File: src/rtl/clk_switch_ctrl.sv
// Break-before-make controller for a glitchless NUM_CLOCKS-way clock mux, driven by synchronised gating-cell acks.
// Define CLK_SWITCH_FALLBACK_EN to return to the previous source when a newly selected one fails to start.
module clk_switch_ctrl #(
  parameter int NUM_CLOCKS     = 4,
  parameter int SEL_W          = $clog2(NUM_CLOCKS),
  parameter int SYNC_STAGES    = 2,
  parameter int TIMEOUT_CYCLES = 1024,
  parameter int DEFAULT_SEL    = 0
) (
  input  logic                  clk,
  input  logic                  rst_n,
  input  logic                  req_valid,
  input  logic [SEL_W-1:0]      req_sel,
  output logic                  req_ready,
  output logic [NUM_CLOCKS-1:0] ena_out,
  input  logic [NUM_CLOCKS-1:0] ena_ack,
  output logic [SEL_W-1:0]      cur_sel,
  output logic                  busy,
  output logic                  done,
  output logic                  err_timeout,
  output logic                  err_range,
  output logic                  fault
);

  localparam int TW  = $clog2(TIMEOUT_CYCLES + 1);
  localparam int SW1 = SEL_W + 1;
  localparam logic [SEL_W-1:0]      DEF_SEL   = SEL_W'(DEFAULT_SEL);
  localparam logic [NUM_CLOCKS-1:0] DEF_ENA   = NUM_CLOCKS'(1) << DEFAULT_SEL;
  localparam logic [TW-1:0]         TMO_LAST  = TW'(TIMEOUT_CYCLES - 1);
  localparam logic [SEL_W:0]        SEL_LIMIT = SW1'(NUM_CLOCKS);

  typedef enum logic [1:0] {ON_WAIT, IDLE, OFF_WAIT, FAULT} state_t;

  state_t                state, state_nxt;
  logic [SEL_W-1:0]      target, target_nxt;
  logic [SEL_W-1:0]      cur_sel_nxt;
  logic [TW-1:0]         timer, timer_nxt;
  logic [NUM_CLOCKS-1:0] ena_nxt;
  logic                  done_nxt, err_timeout_nxt, err_range_nxt;
`ifdef CLK_SWITCH_FALLBACK_EN
  logic [SEL_W-1:0]      prev, prev_nxt;
  logic                  fb_flag, fb_flag_nxt;
`endif

  logic [NUM_CLOCKS-1:0] ack_sync [SYNC_STAGES];
  logic [NUM_CLOCKS-1:0] ack_s;
  logic                  xfer, sel_bad, sel_same, off_ok, on_ok, tmo;

  // Each ack bit comes from a different clock domain; only the last stage is trusted.
  always_ff @(posedge clk or negedge rst_n) begin
    if (!rst_n) begin
      for (int i = 0; i < SYNC_STAGES; i++) ack_sync[i] <= '0;
    end else begin
      ack_sync[0] <= ena_ack;
      for (int i = 1; i < SYNC_STAGES; i++) ack_sync[i] <= ack_sync[i-1];
    end
  end

  assign ack_s     = ack_sync[SYNC_STAGES-1];
  assign req_ready = (state == IDLE) || (state == FAULT);
  assign busy      = (state == ON_WAIT) || (state == OFF_WAIT);
  assign fault     = (state == FAULT);
  assign xfer      = req_valid && req_ready;
  assign sel_bad   = {1'b0, req_sel} >= SEL_LIMIT;
  assign sel_same  = (state == IDLE) && (req_sel == cur_sel);
  assign off_ok    = (ack_s == '0);
  assign on_ok     = (ack_s == (NUM_CLOCKS'(1) << target));
  assign tmo       = (timer == TMO_LAST);

  always_ff @(posedge clk or negedge rst_n) begin
    if (!rst_n) begin
      state       <= ON_WAIT;
      target      <= DEF_SEL;
      cur_sel     <= DEF_SEL;
      timer       <= '0;
      ena_out     <= DEF_ENA;
      done        <= 1'b0;
      err_timeout <= 1'b0;
      err_range   <= 1'b0;
`ifdef CLK_SWITCH_FALLBACK_EN
      prev        <= DEF_SEL;
      fb_flag     <= 1'b0;
`endif
    end else begin
      state       <= state_nxt;
      target      <= target_nxt;
      cur_sel     <= cur_sel_nxt;
      timer       <= timer_nxt;
      ena_out     <= ena_nxt;
      done        <= done_nxt;
      err_timeout <= err_timeout_nxt;
      err_range   <= err_range_nxt;
`ifdef CLK_SWITCH_FALLBACK_EN
      prev        <= prev_nxt;
      fb_flag     <= fb_flag_nxt;
`endif
    end
  end

  // An exit condition seen on the same edge as the timeout always wins.
  always_comb begin
    state_nxt = state;
    case (state)
      IDLE, FAULT: begin
        if (xfer && !sel_bad && !sel_same) state_nxt = OFF_WAIT;
      end
      OFF_WAIT: begin
        if (off_ok)   state_nxt = ON_WAIT;
        else if (tmo) state_nxt = FAULT;
      end
      ON_WAIT: begin
        if (on_ok) begin
          state_nxt = IDLE;
        end else if (tmo) begin
`ifdef CLK_SWITCH_FALLBACK_EN
          state_nxt = fb_flag ? FAULT : OFF_WAIT;
`else
          state_nxt = FAULT;
`endif
        end
      end
      default: state_nxt = ON_WAIT;
    endcase
  end

  always_comb begin
    target_nxt      = target;
    cur_sel_nxt     = cur_sel;
    ena_nxt         = ena_out;
    done_nxt        = 1'b0;
    err_timeout_nxt = 1'b0;
    err_range_nxt   = 1'b0;
`ifdef CLK_SWITCH_FALLBACK_EN
    prev_nxt        = prev;
    fb_flag_nxt     = fb_flag;
`endif
    if (state_nxt != state)                     timer_nxt = '0;
    else if (state == ON_WAIT || state == OFF_WAIT) timer_nxt = timer + TW'(1);
    else                                        timer_nxt = '0;

    case (state)
      IDLE, FAULT: begin
        if (xfer) begin
          if (sel_bad) begin
            err_range_nxt = 1'b1;
          end else if (sel_same) begin
            done_nxt = 1'b1;
          end else begin
            target_nxt = req_sel;
            ena_nxt    = '0;
`ifdef CLK_SWITCH_FALLBACK_EN
            prev_nxt    = cur_sel;
            fb_flag_nxt = 1'b0;
`endif
          end
        end
      end
      OFF_WAIT: begin
        if (off_ok) begin
          ena_nxt = NUM_CLOCKS'(1) << target;
        end else if (tmo) begin
          err_timeout_nxt = 1'b1;
          ena_nxt         = '0;
`ifdef CLK_SWITCH_FALLBACK_EN
          fb_flag_nxt = 1'b0;
`endif
        end
      end
      ON_WAIT: begin
        if (on_ok) begin
          cur_sel_nxt = target;
          done_nxt    = 1'b1;
`ifdef CLK_SWITCH_FALLBACK_EN
          fb_flag_nxt = 1'b0;
`endif
        end else if (tmo) begin
          err_timeout_nxt = 1'b1;
          ena_nxt         = '0;
`ifdef CLK_SWITCH_FALLBACK_EN
          // Only one retry on the previous source; a second failure parks in FAULT.
          if (!fb_flag) begin
            target_nxt  = prev;
            fb_flag_nxt = 1'b1;
          end else begin
            fb_flag_nxt = 1'b0;
          end
`endif
        end
      end
      default: ena_nxt = '0;
    endcase
  end

endmodule

File: config.mk
export PLATFORM = sky130hd
export DESIGN_NAME = clk_switch_ctrl
export DESIGN_NICKNAME = d
export VERILOG_FILES = /design/src/rtl/clk_switch_ctrl.sv
export SDC_FILE = /design/constraint.sdc
export NUM_CORES = 1
export LEC_CHECK = 0
export ABC_AREA = 0
export CORE_MARGIN = 4
export CORE_UTILIZATION = 50
export CTS_BUF_LIST = sky130_fd_sc_hd__clkbuf_4 sky130_fd_sc_hd__clkbuf_8
export DETAILED_ROUTE_END_ITERATION = 10
export PLACE_DENSITY = 0.79
export SLEW_MARGIN = 20
export SYNTH_ARGS = -nofsm -noshare
export SYNTH_HDL_FRONTEND = slang
export SYNTH_SLANG_ARGS = --single-unit
File: constraint.sdc
create_clock -name clk -period 1.87 [get_ports clk]
set_clock_uncertainty 0.05 [all_clocks]
set_input_delay 0.374 -clock clk [delete_from_list [all_inputs] [get_ports clk]]
set_output_delay 0.374 -clock clk [all_outputs]
set_load 0.005 [all_outputs]
-- After elaboration in Yosys (flattened, before gate mapping)
Cells that the tools add are included.
- bits in registers: 31
- latch bits: 0
- bits in writable memories: 0
- bits in read-only memories: 0
- input bits: 9
- word-level logic and storage cells: 55
- memories kept: 0
- add/sub/neg operators: 1
- multipliers: 0
- divide/modulo/power cells: 0
- magnitude comparators: 0
- eq/ne operators: 10
- shift-type cells: 1
- mux-type cells: 21
- bitwise gates (word level): 1
- reduce and logical (&&, ||, !) cells: 12
- operator list (cell ; count):
    $mux W11 ; 2
    $mux W4 ; 5
    $pmux W4 S3 ; 1
    $add A11 B1 Y11 const B ; 1
    $eq A11 B10 Y1 const B ; 1
    $mux W2 ; 4
    $mux W1 ; 6
    $ne A2 B2 Y1 const B ; 3
    $pmux W2 S3 ; 1
    $reduce_and A3 Y1 ; 2
    $eq A2 B2 Y1 const B ; 2
    $eq A4 B4 Y1 ; 1
    $logic_not A4 Y1 ; 1
    $pmux W1 S2 ; 2
    $shl A1 B2 Y4 const A ; 1
    $logic_and A1 B1 Y1 ; 3
    $eq A2 B1 Y1 const B ; 1
    $eq A2 B2 Y1 ; 1
    $logic_not A2 Y1 ; 1
    $logic_or A1 B1 Y1 ; 2
    $ne A2 B2 Y1 ; 1
    $reduce_and A2 Y1 ; 1
    $reduce_or A2 Y1 ; 1
    $logic_not A1 Y1 ; 1
    $not A1 Y1 ; 1

-- Logic depth before layout (Yosys ltp)
Gate-level depths: netlist (run 1).
- depth in word-level cells: 8
- mapped depth: 6
- depth with buffers taken out: 5

-- Least setup slack after synthesis (run 1)
No wires, ideal clock.
- path type: reg-to-reg
- start: register timer[0]
- end: register ena_out[1]
- setup time: 0.134 ns
- data arrival time: 1.724 ns
- path slack: -0.038 ns
- cell stages (with the launch flop): 6
- path buffers: 0
- clock period less this slack: 1.908 ns
- path through: dfrtp_1 -> ha_1 -> nand3_4 -> or4_4 -> a2111oi_0 -> a21oi_1
- word-level cells in the longest chain between the ends: 4
- ends and longest elaborated chain (element ; line ; RTL):
    from (decl) ; 37 ; logic [TW-1:0] timer, timer_nxt;
    from (signal assigned) ; 88 ; timer <= timer_nxt;
    $eq A11 B10 Y1 * ; 68 ; assign tmo = (timer == TMO_LAST);
    $mux W4 * ; -- ;
    $mux W4 (on tied branches) ; -- ;
    $pmux W4 S3 * ; -- ;
    to (signal assigned) ; 89 ; ena_out <= ena_nxt;
    to (decl) ; 15 ; output logic [NUM_CLOCKS-1:0] ena_out,
Mark *: on every way between the ends. The rest lies on a longest branch, timed or not. The select of a mux whose other input is x is not followed.
A chain may end at the register's enable or synchronous reset.

-- Final worst setup path (run 1)
- start: register timer[1]
- end: register ena_out[2]
Same word-level chain as after synthesis.

==> run summary, run 1 <==
Iteration-0 DRC Markers: 43
Ys async rst share: 1.000
Hold Vio Cnt, Final: 0
Post-CTS Hold Fix Bufs: 0
Startpoint Class: flip-flop
Routed len/inst: 14.69 microns
Reg clk slew, reported paths: 0.10 ns
Total power: 2.449 mW
Starting Density: 0.5204
Worst Path Class, Setup: flip-flop to flip-flop
Internal power: 1.636 mW
Outcome: completed
Crit share post-route: 0.9959
Total number of vias: 1138
Synthesized net count: 141
Synth Area per Inst: 10.96 sq um
First-pass GRT wire length: 4995 microns
Vias/cell: 5.662
Post-synthesis instance area: 1435 sq um
Area growth syn-to-layout: 37.58%
Register share of total power: 0.413
Clk pwr share: 0.185
Final setup fails: 0
Number of synthesized flops with an enable pin: 0
Slew HR: 0.5414
Root buffer cell: clkbuf_4
Logic pwr share: 0.401
Cells along the critical path: ha_4 > nand3_4 > or4_4 > a2111oi_4 > a21oi_2
Worst hold path type: flip-flop to flip-flop
Die area: 3791 sq um
Largest net degree at the start of global routing: 32
CP endpoint kind: flip-flop
# port buffers: 19
Highest clock rate: 0.5370 GHz
Initial antenna violation count: 0
Crit path required time: 2.04 ns
Worst skew pair latency: 0.33 ns
Row count: 19
Arr. time, crit path: 2.03 ns
Core Region: 2758 sq um
Post-synthesis register bit count: 31
WL final: 2953 microns
Netlist cell types: 41
Antenna viol nets, final: 0
Die Y: 61.58 microns
# diodes: 0
I/O pin total: 21
Clk buf depth: 2
Time the worst path needs with I/O delays and setup: 1.862 ns
Syn. warnings: 0
Vias in the first global route: 1149
Max Fanout on Critical Path: 4
Power Density: 1240 nW/um^2
CP peak stage delay: 0.62 ns
Fin area: 1974 sq um
Placed inst area: 1739 sq um
Leakage dissipation: 0.8153 nW
Die Wd: 61.58 microns
GRT Overall Usage: 0.1859
First-pass detailed-route iteration total: 6
Post-synthesis sequential area ratio: 0.5414
RSZ-0062 raised after global routing: yes
H-Tree Depth: 2
Final nets: 179
Most used flip-flop cell after synthesis: dfrtp_1
CP max stage cell: or4_4
Worst VDD drop: 0.8628 mV
TritonCTS Sinks: 31
Share of cells above drive strength 1: 0.3235
Switch Pwr: 813.2 uW
Gpl congestion: 0.7975
HPWL Detailed: 2143 microns
Switching Fraction: 0.3321
CTS buffer count: 5
CTS tree: yes
Slew @ Worst Pin: 0.6854 ns
DRC Markers: 0
Syn Inst Count: 131
MaxCap Viol Count: 0
GRT overflow: 0
Fin. max-slew vios: 0
synthesized netlist by cell type (all sizes together) (2+ instances only):
| library cell | number | share of area |
|---|---|---|
| a2111oi | 3 | 0.018 |
| a21oi | 5 | 0.017 |
| buf | 3 | 0.012 |
| clkbuf | 3 | 0.0078 |
| dfrtp | 30 | 0.52 |
| inv | 2 | 0.0052 |
| mux2 | 4 | 0.031 |
| nand2 | 10 | 0.026 |
| nand2b | 2 | 0.0087 |
| nand3 | 4 | 0.026 |
| nand4 | 3 | 0.013 |
| nor2 | 10 | 0.026 |
| nor3 | 12 | 0.042 |
| nor3b | 3 | 0.016 |
| nor4 | 5 | 0.026 |
| nor4b | 2 | 0.012 |
| o21ai | 2 | 0.0070 |
| or4 | 2 | 0.013 |
| xnor2 | 3 | 0.018 |
| xor2 | 7 | 0.043 |
critical path: cells and delay by family (launching register included):
kind            cells  cell delay, ns
simple gates        2            0.70
compound gates      2            0.44
flops               1            0.40
fa+ha+maj           1            0.17
cells by family (layout without fill, tap and decap cells):
| group | after synthesis | after routing | share of synthesized area |
|---|---|---|---|
| multiplexers | 4 | 4 | 0.03138 |
| adder cells (fa/ha/maj) | 1 | 1 | 0.008717 |
| flip-flops | 31 | 31 | 0.5414 |
| AND/OR/NAND/NOR | 60 | 60 | 0.2485 |
| AO/OA/AOI/OAI | 16 | 16 | 0.08109 |
| buffers and inverters | 8 | 47 | 0.02529 |
| XOR/XNOR | 10 | 10 | 0.06103 |
| other | 1 | 1 | 0.002613 |
repair_timing:
| action | in CTS | in global routing |
|---|---|---|
| gates resized for setup | 11 | 12 |
| buffers inserted | 2 | 3 |
| pin swaps | 1 | 8 |
| endpoints found under the setup margin | 5 | 19 |
final cells by class:
cell class	count	area (sq um)
clock buffers	8	72.57
repair buffers	37	330.3
flip-flops and latches	31	779.5
multi-input cells	92	743.2
inverters	2	10.01
well taps	31	38.79
fillers	193	783.3
power groups by stage:
stage / Clock [mW] / Combinational (mW) / Sequential (mW)
3_3_place_gp: 0 / 0.738 / 1.01
5_1_grt: 0.497 / 1.09 / 1.04
2_1_floorplan: 0 / 0.446 / 0.971
6_report: 0.454 / 0.983 / 1.01
3_5_place_dp: 0 / 0.772 / 1.03
4_1_cts: 0.475 / 0.889 / 0.997
through the flow:
| step | worst slack, ns | cells | utilization | setup TNS, ns | hold slack (ns) |
|---|---|---|---|---|---|
| 2_1_floorplan | -0.01975 | 131 | - | -0.05925 | 0.02841 |
| 3_3_place_gp | -0.03544 | 188 | 0.6307 | -0.1022 | 0.2829 |
| 3_5_place_dp | -0.1496 | 188 | 0.6307 | -0.4402 | 0.2847 |
| 4_1_cts | -0.01414 | 198 | 0.6838 | -0.03799 | 0.3057 |
| 5_1_grt | -0.07311 | 201 | 0.7160 | -0.2168 | 0.3140 |
| 6_report | 0.007703 | 201 | 0.7160 | 0 | 0.3037 |
per-layer routing:
metal,GRT usage,wire length [microns],vias up
met1,0.2091,1207,552
li1,-,-,554
met4,0.1000,70,0
met3,0.06289,143,8
met5,0,0,-
met2,0.3094,1531,24
flip-flops by register name (all words and copies together), names as in the netlist:
register,cells
ack_sync,4
ena_out,4
ack_s,4
done,1
target,2
err_timeout,1
cur_sel,2
timer,11
state,2
cell usage in the layout (no fill, tap or decap), types with 4 or more instances in the layout:
master / count
buf_4: 18
clkbuf_4: 6
clkdlybuf4s50_1: 17
dfrtp_1: 28
mux2_2: 4
nand2_1: 9
nor2_1: 10
nor3_1: 11
nor4_2: 5
xor2_1: 7
worst paths after layout:
path | from | to | slack, ns | cells past startpoint
setup reg to reg | timer[1]$_DFF_PN0_ | ena_out[2]$_DFFE_PN0P_ | 0.008 | 5
setup / recovery | timer[1]$_DFF_PN0_ | ena_out[2]$_DFFE_PN0P_ | 0.008 | 5
min in group asynchronous | rst_n | done$_DFF_PN0_ | 0.37 | 2
hold reg to reg | ack_sync[4]$_DFF_PN0_ | ack_s[0]$_DFF_PN0_ | 0.30 | 0
hold / removal | ack_sync[4]$_DFF_PN0_ | ack_s[0]$_DFF_PN0_ | 0.30 | 0
max in group asynchronous | rst_n | ena_out[0]$_DFFE_PN1P_ | 1.08 | 2
Note: power is estimated with default switching activity, not from simulation.
==> run 2: changes to the inputs <==
CORE_MARGIN = 1.5   (was 4)
TNS_END_PERCENT = 10   (was default)
==> run summary, run 2 (synthesized netlist as in run 1, its figures left out) <==
Largest net degree at the start of global routing: 32
Antenna viol nets, final: 0
Placed inst area: 1747 sq um
First-pass GRT wire length: 5382 microns
Max reg flops: 11
Hold path start: ack_sync[7]$_DFF_PN0_
DRC Markers: 0
First-pass detailed-route iteration total: 4
RSZ-0062 raised after global routing: yes
# port buffers: 19
Area growth syn-to-layout: 34.96%
Final setup fails: 0
Fin area: 1937 sq um
TritonCTS Sinks: 31
Startpoint Class: flip-flop
Hold depth: 0
Time the worst path needs with I/O delays and setup: 1.826 ns
Row count: 19
Crit share post-route: 0.9762
Worst setup margin: 0.04448 ns
Cells along the critical path: nand3_2 > or4_4 > a2111oi_2 > a21oi_1
Most common cell after layout, fill and taps aside: dfrtp_1
Critical Path Source: timer[6]$_DFF_PN0_
Slew HR: 0.6248
FF+latch area: 779.5 sq um
Worst VDD drop: 1.036 mV
MaxCap Viol Count: 0
Most frequent cells in the layout: dfrtp_1, clkdlybuf4s50_1, buf_4
Die area: 3201 sq um
Reg clk slew, reported paths: 0.09 ns
Worst Path Class, Setup: flip-flop to flip-flop
Gpl congestion: 0.7709
HPWL Detailed: 2222 microns
CP endpoint kind: flip-flop
Pre-CTS setup slack: -0.1267 ns
Die Y: 56.58 microns
Root buffer cell: clkbuf_4
GRT overflow: 0
Die Wd: 56.58 microns
Arr. time, crit path: 1.98 ns
CTS buffer count: 5
Total number of vias: 1157
Worst skew pair latency: 0.34 ns
CTS tree: yes
Min-Delay Endpoint: ack_s[3]$_DFF_PN0_
# diodes: 0
Register-to-register path setup slack: 0.04 ns
Post-CTS Hold Fix Bufs: 0
Leakage dissipation: 0.7963 nW
Fin. max-slew vios: 0
Core Region: 2734 sq um
R2R depth: 4
Routed len/inst: 15.81 microns
Initial antenna violation count: 0
CP max stage cell: or4_4
I/O pin total: 21
Worst r2r src: timer[6]$_DFF_PN0_
H-Tree Depth: 2
Slew @ Worst Pin: 0.5608 ns
Clk buf depth: 2
Starting Density: 0.5249
Max Fanout on Critical Path: 5
GRT Overall Usage: 0.2208
Reg with most FFs: timer
Highest clock rate: 0.5478 GHz
Vias/cell: 5.814
Power Density: 1281 nW/um^2
FILL cells: 187
WL final: 3147 microns
Final nets: 177
Share of cells above drive strength 1: 0.3036
CP peak stage delay: 0.61 ns
Iteration-0 DRC Markers: 42
Fin util: 0.7085
Outcome: completed
Vias in the first global route: 1158
Post-Route Setup TNS: 0 ns
Hold Vio Cnt, Final: 0
Worst reg2reg endpoint: ena_out[3]$_DFFE_PN0P_
Crit path required time: 2.03 ns
Area of the multi-input gates: 714.4 sq um
Worst hold path type: flip-flop to flip-flop
[run 2: metal layers]
metal | vias to the layer above | wire length (microns) | track usage
li1 | 547 | - | -
met2 | 40 | 1575 | 0.3621
met1 | 564 | 1318 | 0.2770
met3 | 6 | 193 | 0.06682
met5 | - | 0 | 0
met4 | 0 | 60 | 0.07483
[run 2: worst max-delay path by stage]
stage | endpoint | slack, ns
final | ena_out[3]$_DFFE_PN0P_ | 0.04
after global routing | ena_out[3]$_DFFE_PN0P_ | -0.02
after CTS | ena_out[0]$_DFFE_PN1P_ | -0.02
after detailed placement | ena_out[2]$_DFFE_PN0P_ | -0.13
after global placement | ena_out[1]$_DFFE_PN0P_ | -0.02
after floorplan | ena_out[1]$_DFFE_PN0P_ | -0.02
[run 2: critical path: cells and delay by family, from the launching register on]
kind | cells | cell delay [ns]
DFF | 1 | 0.44
and+or+nand+nor | 2 | 0.71
AOI/OAI and AO/OA | 2 | 0.51
[run 2: cell type report]
| class | count | share of cell area |
|---|---|---|
| flip-flops and latches | 31 | 0.4025 |
| multi-input cells | 92 | 0.3689 |
| repair buffers | 35 | 0.1602 |
| clock buffers | 6 | 0.02649 |
| well taps | 31 | 0.02003 |
| clock inverters | 2 | 0.01809 |
| inverters | 2 | 0.003876 |
[run 2: per-stage QoR]
stage,power [mW],hold slack (ns),std cells
5_1_grt,2.628,0.3127,199
6_report,2.481,0.3060,199
3_3_place_gp,1.755,0.2831,189
3_5_place_dp,1.806,0.2879,189
4_1_cts,2.483,0.3106,199
2_1_floorplan,1.417,0.02841,131
[run 2: report_power, final]
| group | switching [mW] | leakage, nW | total, mW | internal (mW) |
|---|---|---|---|---|
| clock network | 0.226 | 0.0482 | 0.542 | 0.316 |
| logic | 0.450 | 0.357 | 0.946 | 0.497 |
| registers | 0.152 | 0.391 | 0.993 | 0.842 |
| total | 0.827 | 0.796 | 2.48 | 1.65 |
[run 2: timing repair]
action	in CTS	in global routing
endpoints found under the setup margin	9	15
resized for setup	14	3
hold endpoints to repair	0	0
setup buffers	2	0
pin swaps	1	1
